--- src/rtl/mips_pkg.sv ---
// Shared definitions for the MIPS pipeline control slice:
// forwarding select codes, MDU sequencer states and register-index helpers.
package mips_pkg;

    localparam int REG_W = 5;

    localparam logic [1:0] FWD_RF = 2'b00;
    localparam logic [1:0] FWD_W  = 2'b01;
    localparam logic [1:0] FWD_M  = 2'b10;

    typedef enum logic [1:0] {
        IDLE = 2'b00,
        BUSY = 2'b01,
        DONE = 2'b10
    } mdu_state_e;

    // $zero is hard-wired, so it never creates a dependency.
    function automatic logic reg_hit(input logic [REG_W-1:0] a, input logic [REG_W-1:0] b);
        return (a != '0) && (a == b);
    endfunction

endpackage

--- src/rtl/mdu_seq.sv ---
// Multiply/divide sequencer: start pulse, MD_LAT busy cycles, then a single
// HI/LO write cycle before returning to IDLE.
module mdu_seq
    import mips_pkg::*;
#(
    parameter int MD_LAT = 32
) (
    input  logic clk,
    input  logic rst,
    input  logic md_e,
    output logic mdu_start,
    output logic md_busy,
    output logic hilo_we,
    output logic idle
);

    localparam int CW = (MD_LAT > 1) ? $clog2(MD_LAT) : 1;

    mdu_state_e    state_q, state_d;
    logic [CW-1:0] cnt_q, cnt_d;
    logic          busy_q, busy_d;
    logic          hilo_we_q, hilo_we_d;

    always_comb begin
        state_d = state_q;
        cnt_d   = cnt_q;
        case (state_q)
            IDLE: if (md_e) begin
                state_d = BUSY;
                cnt_d   = CW'(MD_LAT - 1);
            end
            BUSY: if (cnt_q == '0) state_d = DONE;
                  else             cnt_d   = cnt_q - CW'(1);
            DONE: state_d = IDLE;
            default: state_d = IDLE;
        endcase
        // Outputs are registered alongside the state they describe.
        busy_d    = (state_d != IDLE);
        hilo_we_d = (state_d == DONE);
    end

    always_ff @(posedge clk or posedge rst) begin
        if (rst) begin
            state_q   <= IDLE;
            cnt_q     <= '0;
            busy_q    <= 1'b0;
            hilo_we_q <= 1'b0;
        end else begin
            state_q   <= state_d;
            cnt_q     <= cnt_d;
            busy_q    <= busy_d;
            hilo_we_q <= hilo_we_d;
        end
    end

    assign idle      = (state_q == IDLE);
    assign mdu_start = md_e & idle & ~rst;
    assign md_busy   = busy_q;
    assign hilo_we   = hilo_we_q;

endmodule

--- src/rtl/hazard_ctrl.sv ---
// Stall, flush and forwarding control for the 5-stage pipeline, plus the
// MDU sequencer that owns HI/LO write timing.
module hazard_ctrl
    import mips_pkg::*;
#(
    parameter int MD_LAT = 32
) (
    input  logic             clk,
    input  logic             rst,
    input  logic [REG_W-1:0] rs_d,
    input  logic [REG_W-1:0] rt_d,
    input  logic             branch_d,
    input  logic             branch_taken_d,
    input  logic             md_d,
    input  logic             mfhilo_d,
    input  logic [REG_W-1:0] rs_e,
    input  logic [REG_W-1:0] rt_e,
    input  logic             memread_e,
    input  logic             regwrite_e,
    input  logic             md_e,
    input  logic [REG_W-1:0] wa_e,
    input  logic [REG_W-1:0] wa_m,
    input  logic [REG_W-1:0] wa_w,
    input  logic             regwrite_m,
    input  logic             memtoreg_m,
    input  logic             regwrite_w,
    output logic             en_f,
    output logic             en_d,
    output logic             flush_d,
    output logic             flush_e,
    output logic [1:0]       fwd_a_e,
    output logic [1:0]       fwd_b_e,
    output logic             fwd_a_d,
    output logic             fwd_b_d,
    output logic             mdu_start,
    output logic             md_busy,
    output logic             hilo_we
);

    logic mdu_idle;
    logic lu, bh, mh, stall;

    mdu_seq #(.MD_LAT(MD_LAT)) u_mdu_seq (
        .clk       (clk),
        .rst       (rst),
        .md_e      (md_e),
        .mdu_start (mdu_start),
        .md_busy   (md_busy),
        .hilo_we   (hilo_we),
        .idle      (mdu_idle)
    );

    function automatic logic [1:0] fwd_e_sel(input logic [REG_W-1:0] src);
        if (regwrite_m && reg_hit(wa_m, src))      return FWD_M;
        else if (regwrite_w && reg_hit(wa_w, src)) return FWD_W;
        else                                       return FWD_RF;
    endfunction

    always_comb begin
        lu = memread_e & (reg_hit(rt_e, rs_d) | reg_hit(rt_e, rt_d));
        // The decode-stage comparator can't see E results or M load data.
        bh = branch_d & ((regwrite_e & (reg_hit(wa_e, rs_d) | reg_hit(wa_e, rt_d))) |
                         (memtoreg_m & (reg_hit(wa_m, rs_d) | reg_hit(wa_m, rt_d))));
        // md_e counts as busy: the sequencer only leaves IDLE next cycle.
        mh = (md_d | mfhilo_d) & (~mdu_idle | md_e);
        stall = lu | bh | mh;
    end

    assign en_f    = ~stall;
    assign en_d    = ~stall;
    assign flush_e = stall;
    assign flush_d = branch_taken_d & ~stall;

    assign fwd_a_e = fwd_e_sel(rs_e);
    assign fwd_b_e = fwd_e_sel(rt_e);
    assign fwd_a_d = regwrite_m & reg_hit(wa_m, rs_d);
    assign fwd_b_d = regwrite_m & reg_hit(wa_m, rt_d);

endmodule

--- config.mk ---
export PLATFORM = sky130hd
export DESIGN_NAME = hazard_ctrl
export DESIGN_NICKNAME = d
export VERILOG_FILES = /design/src/rtl/mips_pkg.sv /design/src/rtl/mdu_seq.sv /design/src/rtl/hazard_ctrl.sv
export SDC_FILE = /design/constraint.sdc
export NUM_CORES = 1
export LEC_CHECK = 0
export BUFFER_PORTS_ARGS = -buffer_cell sky130_fd_sc_hd__buf_2
export CORE_UTILIZATION = 40
export DETAILED_ROUTE_END_ITERATION = 8
export PLACE_DENSITY_LB_ADDON = 0.3
export REMOVE_ABC_BUFFERS = 1
export SYNTH_ARGS = -nofsm -noshare
export SYNTH_HDL_FRONTEND = slang
export SYNTH_SLANG_ARGS = --single-unit
export TNS_END_PERCENT = 10
--- constraint.sdc ---
create_clock -name clk -period 5.6 [get_ports clk]
set_input_delay 0.84 -clock clk [delete_from_list [all_inputs] [get_ports clk]]
set_output_delay 0.84 -clock clk [all_outputs]
set_load 0.05 [all_outputs]
# Word level (Yosys, flattened, before mapping)
# Cells that the tools add are included.
totals:
  ramBits: 0
  latch_bits: 0
  inputBits: 47
  ff_bits: 9
  rom_bits: 0
  n_memories: 0
op_classes:
  magnitude_cmp: 0
  bitwise: 21
  n_mux: 10
  n_mul: 0
  eq_ne: 14
  n_div: 0
  shift: 0
  n_reduce_logical: 23
  n_addsub: 1
ops:
  columns: ["operator", "count"]
  rows:
  - ["5-bit equality test", 10]
  - ["5-bit nonzero test", 4]
  - ["1-bit logical AND", 14]
  - ["1-bit bitwise AND", 10]
  - ["5-bit two-way mux", 2]
  - ["5-bit case mux with 2 select lines", 1]
  - ["2-bit two-way mux", 4]
  - ["1-bit OR", 8]
  - ["5-bit zero test", 1]
  - ["5-bit by 1-bit subtractor with 5-bit output, second input constant", 1]
  - ["2-bit != test, second input constant", 2]
  - ["2-bit case mux with 2 select lines", 1]
  - ["2-bit nonzero test", 2]
  - ["1-bit inverter", 3]
  - ["3-bit AND reduction", 1]
  - ["2-bit by 1-bit equality test with 1-bit output, second input constant", 1]
  - ["2-bit equality test, second input constant", 1]
  - ["2-bit zero test", 1]
  - ["1-bit two-way mux", 2]

# Logic depth before layout (Yosys ltp)
depth:
  depth_word: 10
  ltp_mapped: 7

# Modules after synthesis
# A second synthesis with hierarchy kept.
unflattened:
  cells_unflattened: 144
  hier_area_um2: 1178.6
by_module_without_submodules:
  columns: ["module", "area_each_um2", "instances", "cells_per_inst"]
  rows:
  - ["hazard_ctrl", 744.5, 1, 102]
  - ["mdu_seq", 434.2, 1, 42]

# Worst setup path before layout
# Ideal clock, no wire load.
synth_timing:
  path_kind: "input-to-output"
  startpoint: "input wa_m[4]"
  endpoint: "output fwd_a_e[0]"
  path_buffers: 1
  slack_ns: 1.052
  arrival_time_ns: 3.708
  cell_stages: 5
  t_required_ns: 4.760
  path_cell_list: "clkbuf_1 -> or4_4 -> o21ai_0 -> nor4_1 -> nor4_1"
synth_via:
  elab_chain_cells: 4
  word_cells_on_any_way: 5
synth_lines:
  columns: ["element", "line_no", "source"]
  rows:
  - ["start, declared", "hazard_ctrl.sv:22", "input logic [REG_W-1:0] wa_m,"]
  - ["5-bit equality test / 5-bit nonzero test (equally long branches)", "mips_pkg.sv:19", "return (a != '0) && (a == b);"]
  - ["1-bit logical AND *", "mips_pkg.sv:19", null]
  - ["1-bit logical AND *", "hazard_ctrl.sv:54", "if (regwrite_m && reg_hit(wa_m, src)) return FWD_M;"]
  - ["2-bit two-way mux *", "hazard_ctrl.sv:54", null]
  - ["end, declared", "hazard_ctrl.sv:31", "output logic [1:0] fwd_a_e,"]
# Every way passes the cells marked *; elsewhere a longest branch is shown, timed or not.

# Worst setup path in the final report
layout_timing:
  startpoint: "input wa_m[1]"
  endpoint: "output fwd_b_e[0]"
layout_via:
  elab_chain_cells: 4
  word_cells_on_any_way: 5
layout_lines:
  columns: ["element", "line_no", "source"]
  rows:
  - ["5-bit equality test / 5-bit nonzero test (equally long branches)", "mips_pkg.sv:19", null]
  - ["1-bit logical AND *", "mips_pkg.sv:19", null]
  - ["1-bit logical AND *", "hazard_ctrl.sv:54", null]
  - ["2-bit two-way mux *", "hazard_ctrl.sv:54", null]
  - ["end, declared", "hazard_ctrl.sv:32", "output logic [1:0] fwd_b_e,"]
# Marked as above.

==> out/summary.txt <==
TritonCTS sink count -> 9
FMAX -> 0.293 GHz
DRT Wirelength -> 2900 um
overall power -> 338 uW
P_leak -> 0.000686 uW
IO Count -> 60
CP required -> 4.76 ns
final hold vios -> 0
warnings from Yosys -> 0
hold endpoint -> u_mdu_seq.md_busy
flops & latches, synth -> 9
Buf/Inv on CP -> 2
clock network fraction of design power -> 14.6%
Synth cell types -> 32
Root Driver -> clkbuf_4
hold buffers post-CTS -> 0
fill cell count -> 261
sequential share of power -> 31.7%
Die H -> 55.3 um
Crit path max-delay family -> simple AND/OR/NAND/NOR gates
Multi-input gate area -> 838 um^2
max incr delay on CP -> 0.54 ns
gpl congestion -> 1.05
Synth area leader -> xor2_1
antenna viol nets, final -> 0
Die ar. -> 0.00305 mm^2
actual slew at the worst max-slew pin -> 0.404 ns
dominant cells by area after synthesis -> xor2_1 27%, dfrtp_1 20%, xnor2_1 13%, nor4_1 4.4%, or4_1 4.0%
hpwl dp -> 2580 um
Worst-path clk slew -> 0.06 ns
CP max-delay cell -> or4_4
Post-Syn Area -> 0.00113 mm^2
Placement Setup Slack -> 2.22 ns
CTS max path bufs -> 2
Hold Path Depth -> 1
fraction of layout cells with a size suffix above 1 -> 34.4%
min-delay src -> u_mdu_seq.state_q[1]
WP depth -> 6
Starting Density -> 44.2%
DR iter-0 viols -> 42
Tot GR Track Use -> 20.0%
post-DR wirelength/cell -> 13.1 um
CTS tree -> built
Reg2Reg Depth -> 7
Num CTS Buffers -> 3
Combinational Power Share -> 53.7%
Clk Latency, worst-skew pair -> 0.26 ns
crit-path cells -> buf_2 > or4_4 > o21ai_0 > nor4_1 > nor4_1 > buf_2
register area share after synthesis -> 19.8%
DP Cell Count -> 218
largest net degree at the start of global routing -> 10
Worst Setup Start Kind -> input port
DRT Pass-1 Iters -> 4
initial antenna violation count -> 0
Die X -> 55.3 um
Syn Area/Cell -> 8.11 um^2
first-pass GRT wire length -> 5010 um
r2r startpoint -> u_mdu_seq.cnt_q[0]
Vias/cell -> 5.21
Synth top area share -> 27.0%
Ant. Diodes -> 0
Critical Path Fanout Max -> 5
Crit Path Category -> in -> out
Power Density -> 235 mW/mm^2
Arr. time, crit path -> 2.57 ns
Maximum Capacitance Violations -> 0
most frequent cells in the layout -> 59 x buf_2, 35 x xor2_1, 17 x xnor2_1
final setup margin -> 2.19 ns
status -> complete, no violations
P_sw -> 150 uW
Worst Setup End Kind -> primary output
most common cell after layout, fill and taps aside -> buf_2
Peak VDD IR -> 0.234 mV
final net count -> 242
final setup fails -> 0
post-route insts no fill -> 222
path type of the worst min-delay path -> reg -> reg
Post-CTS Resized -> 0
GRT overflow -> 0
Final period util -> 60.9%
placed cell areas -> 0.00141 mm^2
Clock Skew -> 0.00392 ns
Post-CTS Setup Inserts -> 0
port buffer count -> 59
Reg2Reg Setup Slack -> 3.69 ns
DRC viols -> 0
design area -> 0.00144 mm^2
Area Growth Syn to Fin -> 26.7%
Relative slew margins -> 72.8%
Sw Share -> 44.4%
Max Slew Vio Count -> 0
Sequential cell area -> 225 um^2
Synth Instances -> 140
vias in the first global route -> 1148
vias -> 1156
RSZ-0062 raised after global routing -> false
RR Endpoint -> u_mdu_seq.cnt_q[2]
Cell Rows -> 18
TNS Setup -> 0 ns
core area -> 0.00257 mm^2
H-tree levels -> 1
Final min period -> 3.41 ns
internal power -> 188 uW
[kinds of logic (layout without fill, tap and decap cells)]
logic type	Yosys count	count (layout)	share of synthesized area, %
flip-flops	9	9	19.8
AO/OA/AOI/OAI	12	12	6.84
AND/OR/NAND/NOR	50	50	24.7
XOR/XNOR	52	52	40.1
buffers and inverters	15	67	6.28
adder cells (fa/ha/maj)	2	2	2.20
[final cells by class]
type	instances	area share, %
flip-flops and latches	9	15.7
multi-input cells	116	58.3
well taps	30	2.61
clock buffers	4	1.83
repair buffers	59	20.5
inverters	4	1.04
[Yosys cell counts]
cell type / count
a21oi_1: 2
a22oi_1: 1
a31oi_1: 1
and2_1: 2
and2_2: 1
buf_1: 1
buf_2: 3
buf_4: 1
buf_6: 1
clkbuf_1: 5
dfrtp_1: 9
ha_1: 2
inv_1: 4
nand2_1: 6
nand3_1: 7
nor2_1: 8
nor2_2: 1
nor2b_1: 3
nor3_1: 5
nor4_1: 8
o211a_1: 1
o211ai_1: 1
o21ai_0: 3
o21ai_1: 1
o31ai_1: 1
o32ai_1: 1
or3_1: 1
or4_1: 6
or4_4: 1
or4b_2: 1
xnor2_1: 17
xor2_1: 35
[metrics by stage]
| step | util, % | hold WS (ns) |
|---|---|---|
| floorplan | - | 0.447 |
| global placement | 55.0 | 0.459 |
| detailed placement | 55.0 | 0.469 |
| CTS | 56.0 | 0.479 |
| global route | 56.0 | 0.504 |
| finish | 56.0 | 0.474 |
[sequential cells by signal, summed over array words and instances, names as in the netlist]
name / cells
u_mdu_seq.hilo_we: 1
u_mdu_seq.md_busy: 1
u_mdu_seq.state_q: 2
u_mdu_seq.cnt_q: 5
[power groups by stage]
stage	logic (uW)	clock network, uW	registers [uW]
global route	200	57.3	110
finish	181	49.3	107
floorplan	120	0	110
CTS	183	52.4	107
detailed placement	182	0	109
global placement	177	0	108
[worst max path at each step]
stage	start	to	slack, ns
finish	wa_m[1]	fwd_b_e[0]	2.19
detailed placement	wa_m[1]	flush_e	2.22
CTS	wa_m[1]	fwd_b_e[0]	2.22
global route	wa_m[1]	fwd_b_e[0]	2.08
floorplan	wa_m[1]	en_d	0.92
global placement	wa_m[1]	flush_e	2.25
[routing by layer]
metal,global-route usage (%),wire length [um],vias up
met5,0,0,-
met4,7.50,36,0
met3,1.64,134,4
met2,36.0,1490,44
met1,24.6,1240,530
li1,-,-,578
Note: power is estimated with default switching activity, not from simulation.
